[src/rtl/cnn_mem_arbiter.sv]
// Arbitrates one synchronous RAM between an external program loader and a CPU port.
// Defining CNN_MEM_ARB_PROTECT_EN blocks CPU writes below PROT_LIMIT and reports them on prot_err.
module cnn_mem_arbiter #(
  parameter int DATA_W     = 16,
  parameter int ADDR_W     = 12,
  parameter int MEM_LAT    = 1,
  parameter int PROT_LIMIT = 16
) (
  input  logic              clk,
  input  logic              rst,
  input  logic              load_mode,
  input  logic              ld_we,
  input  logic [ADDR_W-1:0] ld_addr,
  input  logic [DATA_W-1:0] ld_data,
  output logic              ld_ready,
  output logic [ADDR_W:0]   ld_count,
  input  logic              cpu_req,
  input  logic              cpu_we,
  input  logic [ADDR_W-1:0] cpu_addr,
  input  logic [DATA_W-1:0] cpu_wdata,
  output logic [DATA_W-1:0] cpu_rdata,
  output logic              cpu_ready,
  output logic              prot_err,
  output logic              mem_we,
  output logic [ADDR_W-1:0] mem_addr,
  output logic [DATA_W-1:0] mem_wdata,
  input  logic [DATA_W-1:0] mem_rdata
);

  typedef enum logic [1:0] {IDLE, LOAD, CPU_WAIT, CPU_DONE} state_t;

  localparam logic [2:0]      LAT      = 3'(MEM_LAT);
  localparam logic [ADDR_W:0] PROT_LIM = (ADDR_W+1)'(PROT_LIMIT);

`ifdef CNN_MEM_ARB_PROTECT_EN
  localparam bit PROT_ON = 1'b1;
  logic prot_err_q;
  assign prot_err = prot_err_q;
`else
  localparam bit PROT_ON = 1'b0;
  assign prot_err = 1'b0;
`endif

  state_t     state;
  logic [2:0] wait_cnt;
  logic       is_wr;
  logic       prot_hit;

  assign prot_hit = PROT_ON && cpu_we && ({1'b0, cpu_addr} < PROT_LIM);

  // NOTE: non-blocking assignments throughout, so every branch sees pre-edge register values.
  always_ff @(posedge clk or posedge rst) begin
    if (rst) begin
      state     <= IDLE;
      wait_cnt  <= '0;
      is_wr     <= 1'b0;
      mem_we    <= 1'b0;
      mem_addr  <= '0;
      mem_wdata <= '0;
      cpu_rdata <= '0;
      cpu_ready <= 1'b0;
      ld_ready  <= 1'b0;
      ld_count  <= '0;
`ifdef CNN_MEM_ARB_PROTECT_EN
      prot_err_q <= 1'b0;
`endif
    end else begin
      case (state)
        IDLE: begin
          mem_we <= 1'b0;
          // The loader wins a tie; the CPU request simply stays pending.
          if (load_mode) begin
            state    <= LOAD;
            ld_ready <= 1'b1;
            ld_count <= '0;
          end else if (cpu_req) begin
            state     <= CPU_WAIT;
            is_wr     <= cpu_we;
            mem_addr  <= cpu_addr;
            mem_wdata <= cpu_wdata;
            mem_we    <= cpu_we && !prot_hit;
            wait_cnt  <= 3'd1;
          end
        end

        LOAD: begin
          mem_we <= ld_we;
          if (ld_we) begin
            mem_addr  <= ld_addr;
            mem_wdata <= ld_data;
            if (!ld_count[ADDR_W]) ld_count <= ld_count + 1'b1;
          end
          if (!load_mode) begin
            state    <= IDLE;
            ld_ready <= 1'b0;
          end
        end

        CPU_WAIT: begin
          mem_we <= 1'b0;
          if (wait_cnt == LAT) begin
            state     <= CPU_DONE;
            cpu_ready <= 1'b1;
            wait_cnt  <= '0;
            if (!is_wr) cpu_rdata <= mem_rdata;
`ifdef CNN_MEM_ARB_PROTECT_EN
            prot_err_q <= is_wr && ({1'b0, mem_addr} < PROT_LIM);
`endif
          end else begin
            wait_cnt <= wait_cnt + 3'd1;
          end
        end

        CPU_DONE: begin
          state     <= IDLE;
          cpu_ready <= 1'b0;
`ifdef CNN_MEM_ARB_PROTECT_EN
          prot_err_q <= 1'b0;
`endif
        end

        default: state <= IDLE;
      endcase
    end
  end

endmodule
[config.mk]
export PLATFORM = sky130hd
export DESIGN_NAME = cnn_mem_arbiter
export DESIGN_NICKNAME = d
export VERILOG_FILES = /design/src/rtl/cnn_mem_arbiter.sv
export SDC_FILE = /design/constraint.sdc
export NUM_CORES = 1
export LEC_CHECK = 0
export ABC_CLOCK_PERIOD_IN_PS = 3700
export CORE_MARGIN = 10
export CORE_UTILIZATION = 50
export DETAILED_ROUTE_END_ITERATION = 10
export DONT_BUFFER_PORTS = 1
export GPL_ROUTABILITY_DRIVEN = 1
export PLACE_DENSITY_LB_ADDON = 0.08
export SLEW_MARGIN = 10
export SYNTH_ARGS = -nofsm -noshare
export SYNTH_HDL_FRONTEND = slang
export SYNTH_SLANG_ARGS = --single-unit
[constraint.sdc]
create_clock -name clk -period 3.7 [get_ports clk]
set_input_delay 0.74 -clock clk [delete_from_list [all_inputs] [get_ports clk]]
set_output_delay 0.74 -clock clk [all_outputs]
set_load 0.02 [all_outputs]
Yosys cells after proc, flatten, opt, wreduce, memory -nomap -nowiden
Index checks and enable logic that the tools add are counted.
{"block": "op_classes", "addsub": 2, "n_mul": 0, "div_mod_pow": 0, "magnitude_cmp": 0, "eq_ne": 12, "shift": 0, "n_mux": 29, "bitwise": 2, "n_reduce_logical": 14}
{"operator": "2-to-1 mux 16 bit", "count": 3}
{"operator": "2-to-1 mux 13 bit", "count": 3}
{"operator": "2-to-1 mux 12 bit", "count": 3}
{"operator": "one-hot mux 16 bit (2 select lines)", "count": 1}
{"operator": "one-hot mux 13 bit (2 select lines)", "count": 1}
{"operator": "one-hot mux 12 bit (2 select lines)", "count": 1}
{"operator": "AND reduction 3 bit", "count": 6}
{"operator": "!= test 2 bit, second input constant", "count": 7}
{"operator": "adder 13 x 1 -> 13 bit, second input constant", "count": 1}
{"operator": "2-to-1 mux 3 bit", "count": 3}
{"operator": "2-to-1 mux 2 bit", "count": 4}
{"operator": "one-hot mux 2 bit (4 select lines)", "count": 1}
{"operator": "AND reduction 4 bit", "count": 2}
{"operator": "one-hot mux 3 bit (2 select lines)", "count": 1}
{"operator": "nonzero test 2 bit", "count": 3}
{"operator": "2-to-1 mux 1 bit", "count": 5}
{"operator": "== test 2 bit, second input constant", "count": 2}
{"operator": "one-hot mux 1 bit (2 select lines)", "count": 2}
{"operator": "adder 3 x 1 -> 3 bit, second input constant", "count": 1}
{"operator": "== test 3 x 1 -> 1 bit, second input constant", "count": 1}
{"operator": "!= test 3 bit, second input constant", "count": 1}
{"operator": "one-hot mux 1 bit (3 select lines)", "count": 1}
{"operator": "nonzero test 3 bit", "count": 1}
{"operator": "== test 2 x 1 -> 1 bit, second input constant", "count": 1}
{"operator": "3 further kinds", "count": 4}
{"block": "totals", "register_bits": 66, "latchBits": 0, "ram_bits": 0, "rom_bits": 0, "in_bits": 78, "output_inout_bits": 61, "word_cells": 70, "mem_count": 0}

Logic depth before layout (Yosys ltp)
{"block": "depth", "depth_word": 4, "ltp_mapped": 9, "mapped_depth_nobuf": 6}

Least setup slack after synthesis
No wires, ideal clock.
{"block": "synth_path", "kind": "in2reg", "start": "input load_mode", "end": "register ld_count[10]", "t_arrival_ps": 1889, "required_time_ps": 3622, "setup_slack_ps": 1733, "cell_stages": 5, "cell_sequence": "buf_2 mux2i_1 a21o_1 or4_1 a21oi_1"}
{"block": "synth_between", "elab_chain_len": 2}
{"item": "start, declared", "line": "11", "source": "input logic load_mode,"}
{"item": "!= test 2 bit (no source line)"}
{"item": "AND reduction 4 bit (no source line)"}
{"item": "end signal, assigned", "line": "91", "source": "if (!ld_count[ADDR_W]) ld_count <= ld_count + 1'b1;"}
{"item": "end, declared", "line": "16", "source": "output logic [ADDR_W:0] ld_count,"}
Every way passes these cells.
A chain may end at the register's enable or synchronous reset.

Final worst setup path
{"block": "layout_path", "start": "register state[1]", "end": "register ld_count[10]"}
{"block": "layout_between", "elab_chain_len": 3, "word_cells_on_any_way": 8}
{"item": "start, declared", "line": "44", "source": "state_t state;"}
{"item": "start signal, assigned", "line": "54", "source": "state <= IDLE;"}
{"item": "start signal, assigned", "line": "73", "source": "state <= LOAD;"}
{"item": "start signal, assigned", "line": "77", "source": "state <= CPU_WAIT;"}
{"item": "== test 2 x 1 -> 1 bit / zero test 2 bit (equally long branches)", "line": "68", "source": "case (state)"}
{"item": "!= test 2 bit (no source line) / nonzero test 2 bit (equally long branches)"}
{"item": "AND reduction 4 bit (no source line)"}
Several ways; a longest one is shown, not always the timed one.

==> flow_metrics.py <==
metrics = {
    "power": {
        "peakVddDrop_uv": 473,
        "fin_total_pwr_mw": 3.22,
        "power_density_nw_per_um2": 943,
        "p_leak_nw": 1.43,
    },
    "setup_path": {
        "max_stage_delay_ns": 0.51,
        "crit_type": "reg -> reg",
        "regToRegStartpoint": "state[1]",
        "start_kind": "flop",
        "crit_start": "state[1]",
        "cp.arrival_ns": 2.60,
        "slowest_stage": "or4_1",
        "critPathMaxFanout": 20,
        "critPathRequiredTime_ns": 3.96,
        "path_delay_family": "simple AND/OR/NAND/NOR gates",
        "path_buf_inv": 1,
        "endpoint_kind": "flop",
        "worstPathCellList": "inv_1, ha_2, mux2i_1, a21o_1, or4_1, a21oi_1",
    },
    "place": {
        "io_buffers": 0,
        "dpl.hpwl_mm": 5.87,
        "placed_cell_area_um2": 3210,
        "gp_congestion": 0.791,
    },
    "floorplanning": {
        "num_rows": 28,
        "die_w_um": 99.4,
        "core_um2": 6030,
        "die-area_um2": 9890,
        "num_io_pins": 139,
        "dieHeight_um": 99.4,
        "start_util_pct": 52.3,
    },
    "cells_and_area": {
        "fin_nets": 378,
        "area_growth_pct": 8.21,
        "drive_gt1_share_pct": 15.7,
        "stdcell_area_um2": 3410,
        "antenna_cells": 0,
        "final_core_util_pct": 56.6,
    },
    "yosys": {
        "syn_inst": 296,
        "synth_edf_count": 0,
        "synthFlopType": "dfrtp_1",
        "yosys_warnings": 0,
        "synth_area_per_cell_um2": 10.7,
        "syn_nets": 380,
        "yosysTopAreaCellShare_pct": 52.4,
        "async_flop_share_pct": 100,
        "synth_top_area_cell": "dfrtp_1",
        "seq_area_frac_synth_pct": 52.4,
        "syn-cell-area_um2": 3150,
        "synth_area_leaders": "dfrtp_1 (52%), mux2i_1 (9.2%), mux2_2 (6.8%)",
        "ys_seq_elements": 66,
        "synth_cell_type_count": 41,
    },
    "clock_tree": {
        "clk_pin_slew_worst_paths_ns": 0.08,
        "cts_resized": 0,
        "cts_made_buffers": 9,
        "insertion_delay_ns": 0.34,
        "cts_setup_buffers": 0,
        "cts_tree": "built",
        "root_buffer": "clkbuf_8",
        "cts_buffer_depth": 2,
        "clock-sinks": 66,
        "cts_hold_buf": 0,
        "htree_num_levels": 3,
    },
    "global_route": {
        "track_usage_pct": 15.6,
        "grt_antenna_before_repair": 0,
        "grt_pass1_wl_mm": 12.4,
        "grt_max_degree": 57,
        "gr-total-overflow": 0,
        "first_global_vias": 2287,
    },
    "sta": {
        "post-route-min-period_ns": 2.33,
        "finalSetupViolations": 0,
        "rsz0062_at_grt": "false",
        "fmax_ghz": 0.429,
        "report.final.hold_viol_count": 0,
        "fin_crit_sh_pct": 63.0,
        "worst_pin_slew_ns": 0.774,
        "maxSlewHeadroom_pct": 48.2,
        "tns_ns": 0,
        "final.setup_skew_ns": 0.00441,
        "maxSlewViolCount": 0,
    },
    "drt": {
        "ant_nets": 0,
        "via_count": 2181,
        "via_per_inst": 5.83,
        "firstDrtPassIters": 6,
        "wl_mm": 7.76,
        "drtIter0Drc": 73,
        "drc": 0,
        "routedWlPerCell_um": 20.7,
    },
    "outcome": {
        "status": "complete, no violations",
    },
    "worst_hold_path": {
        "hold_class": "in -> async",
    },
    "job": {
        "drv_cap": 0,
    },
}
## cell usage after synthesis (2+ instances only)
| master | number |
|---|---|
| a31o_2 | 2 |
| o2bb2ai_1 | 2 |
| nand2b_1 | 5 |
| nor2_1 | 41 |
| a21oi_1 | 35 |
| o21ai_0 | 8 |
| o31ai_1 | 2 |
| a41o_1 | 3 |
| buf_2 | 10 |
| nand3b_1 | 2 |
| mux2i_1 | 29 |
| xnor2_1 | 3 |
| clkbuf_2 | 2 |
| nand2_1 | 15 |
| clkbuf_1 | 4 |
| ha_1 | 6 |
| inv_1 | 8 |
| or4_1 | 2 |
| a31oi_1 | 4 |
| nand3_1 | 5 |
| nand4_1 | 2 |
| a2111oi_0 | 2 |
| dfrtp_1 | 66 |
| and3_1 | 2 |
| mux2_2 | 19 |
| a211oi_1 | 2 |
## through the flow
step / setup slack (ns) / hold WS, ns / cells
after global routing: 1.17 / 0.399 / 374
after CTS: 1.37 / 0.377 / 374
after floorplan: 1.31 / 0.492 / 296
after global placement: 1.50 / 0.513 / 358
final: 1.37 / 0.364 / 374
after detailed placement: 1.39 / 0.520 / 358
## layer usage
layer | up-vias | wire, µm | share of wire (%) | GRT usage (%)
met2 | 98 | 3680 | 47 | 24.5
li1 | 1047 | - | - | -
met5 | - | 0 | 0 | 0
met3 | 12 | 893 | 12 | 7.96
met4 | 0 | 145 | 1.9 | 7.39
met1 | 1024 | 3040 | 39 | 17.1
## worst paths after layout
| kind | to | slack, ns | cells after the start |
|---|---|---|---|
| max | ld_count[10] | 1.37 | 6 |
| min | cpu_rdata[9] | 0.36 | 1 |
| max reg2reg | ld_count[10] | 1.37 | 6 |
| min reg2reg | is_wr | 0.53 | 1 |
| max in group asynchronous | ld_count[10] | 2.42 | 2 |
| min in group clk | is_wr | 0.53 | 1 |
## worst register-to-register path, stage by stage, from the launching register on
cell and delay [ns]:
dfrtp_1 0.43, inv_1 0.10, ha_2 0.47, mux2i_1 0.29
a21o_1 0.30, or4_1 0.51, a21oi_1 0.16
## kinds of logic after synthesis
logic type               count (synthesis)  share of synthesized area (%)
AO/OA/AOI/OAI                           66                           12.9
adder cells (fa/ha/maj)                  6                           2.38
AND/OR/NAND/NOR                         81                           11.8
multiplexers                            48                           16.0
other                                    1                          0.119
flip-flops                              66                           52.4
buffers and inverters                   25                           3.57
XOR/XNOR                                 3                          0.833
## sequential cells by signal, summed over array words and instances (netlist names), 2 cells and up
name and cells:
mem_wdata 16, state 2, mem_addr 12, ld_count 13
wait_cnt 3, cpu_rdata 16
## final cells by class
cell class | count | area, µm²
timing repair buffer | 4 | 30.0
sequential | 66 | 1650
multi-input combinational | 205 | 1410
inverter | 8 | 30.0
fill | 553 | 2610
clock inverter | 7 | 78.8
clock buffer | 9 | 124
tap | 75 | 93.8
## report_power, final
group / switching (mW) / total (mW) / internal [mW]
clock network: 0.301 / 0.616 / 0.315
registers: 0.583 / 1.60 / 1.02
logic: 0.569 / 1.00 / 0.435
total: 1.45 / 3.22 / 1.77
## layout by cell type (no fill, tap or decap), types with 2 or more instances in the layout
master and count:
nand2b_1 5, ha_1 5, xnor2_1 3, a31o_2 2, o21ai_0 8, clkinv_4 2, o2bb2ai_1 2, a2111oi_0 2
a41o_1 3, nand4_1 2, buf_4 4, and3_1 2, or4_1 2, nor2_1 41, clkbuf_8 9, inv_1 7
nand3_1 5, nand3b_1 2, dfrtp_1 66, o31ai_1 2, nand2_1 15, a21oi_1 35, a31oi_1 4, mux2_2 19
clkinvlp_4 3, mux2i_1 29
Note: power is estimated with default switching activity, not from simulation.
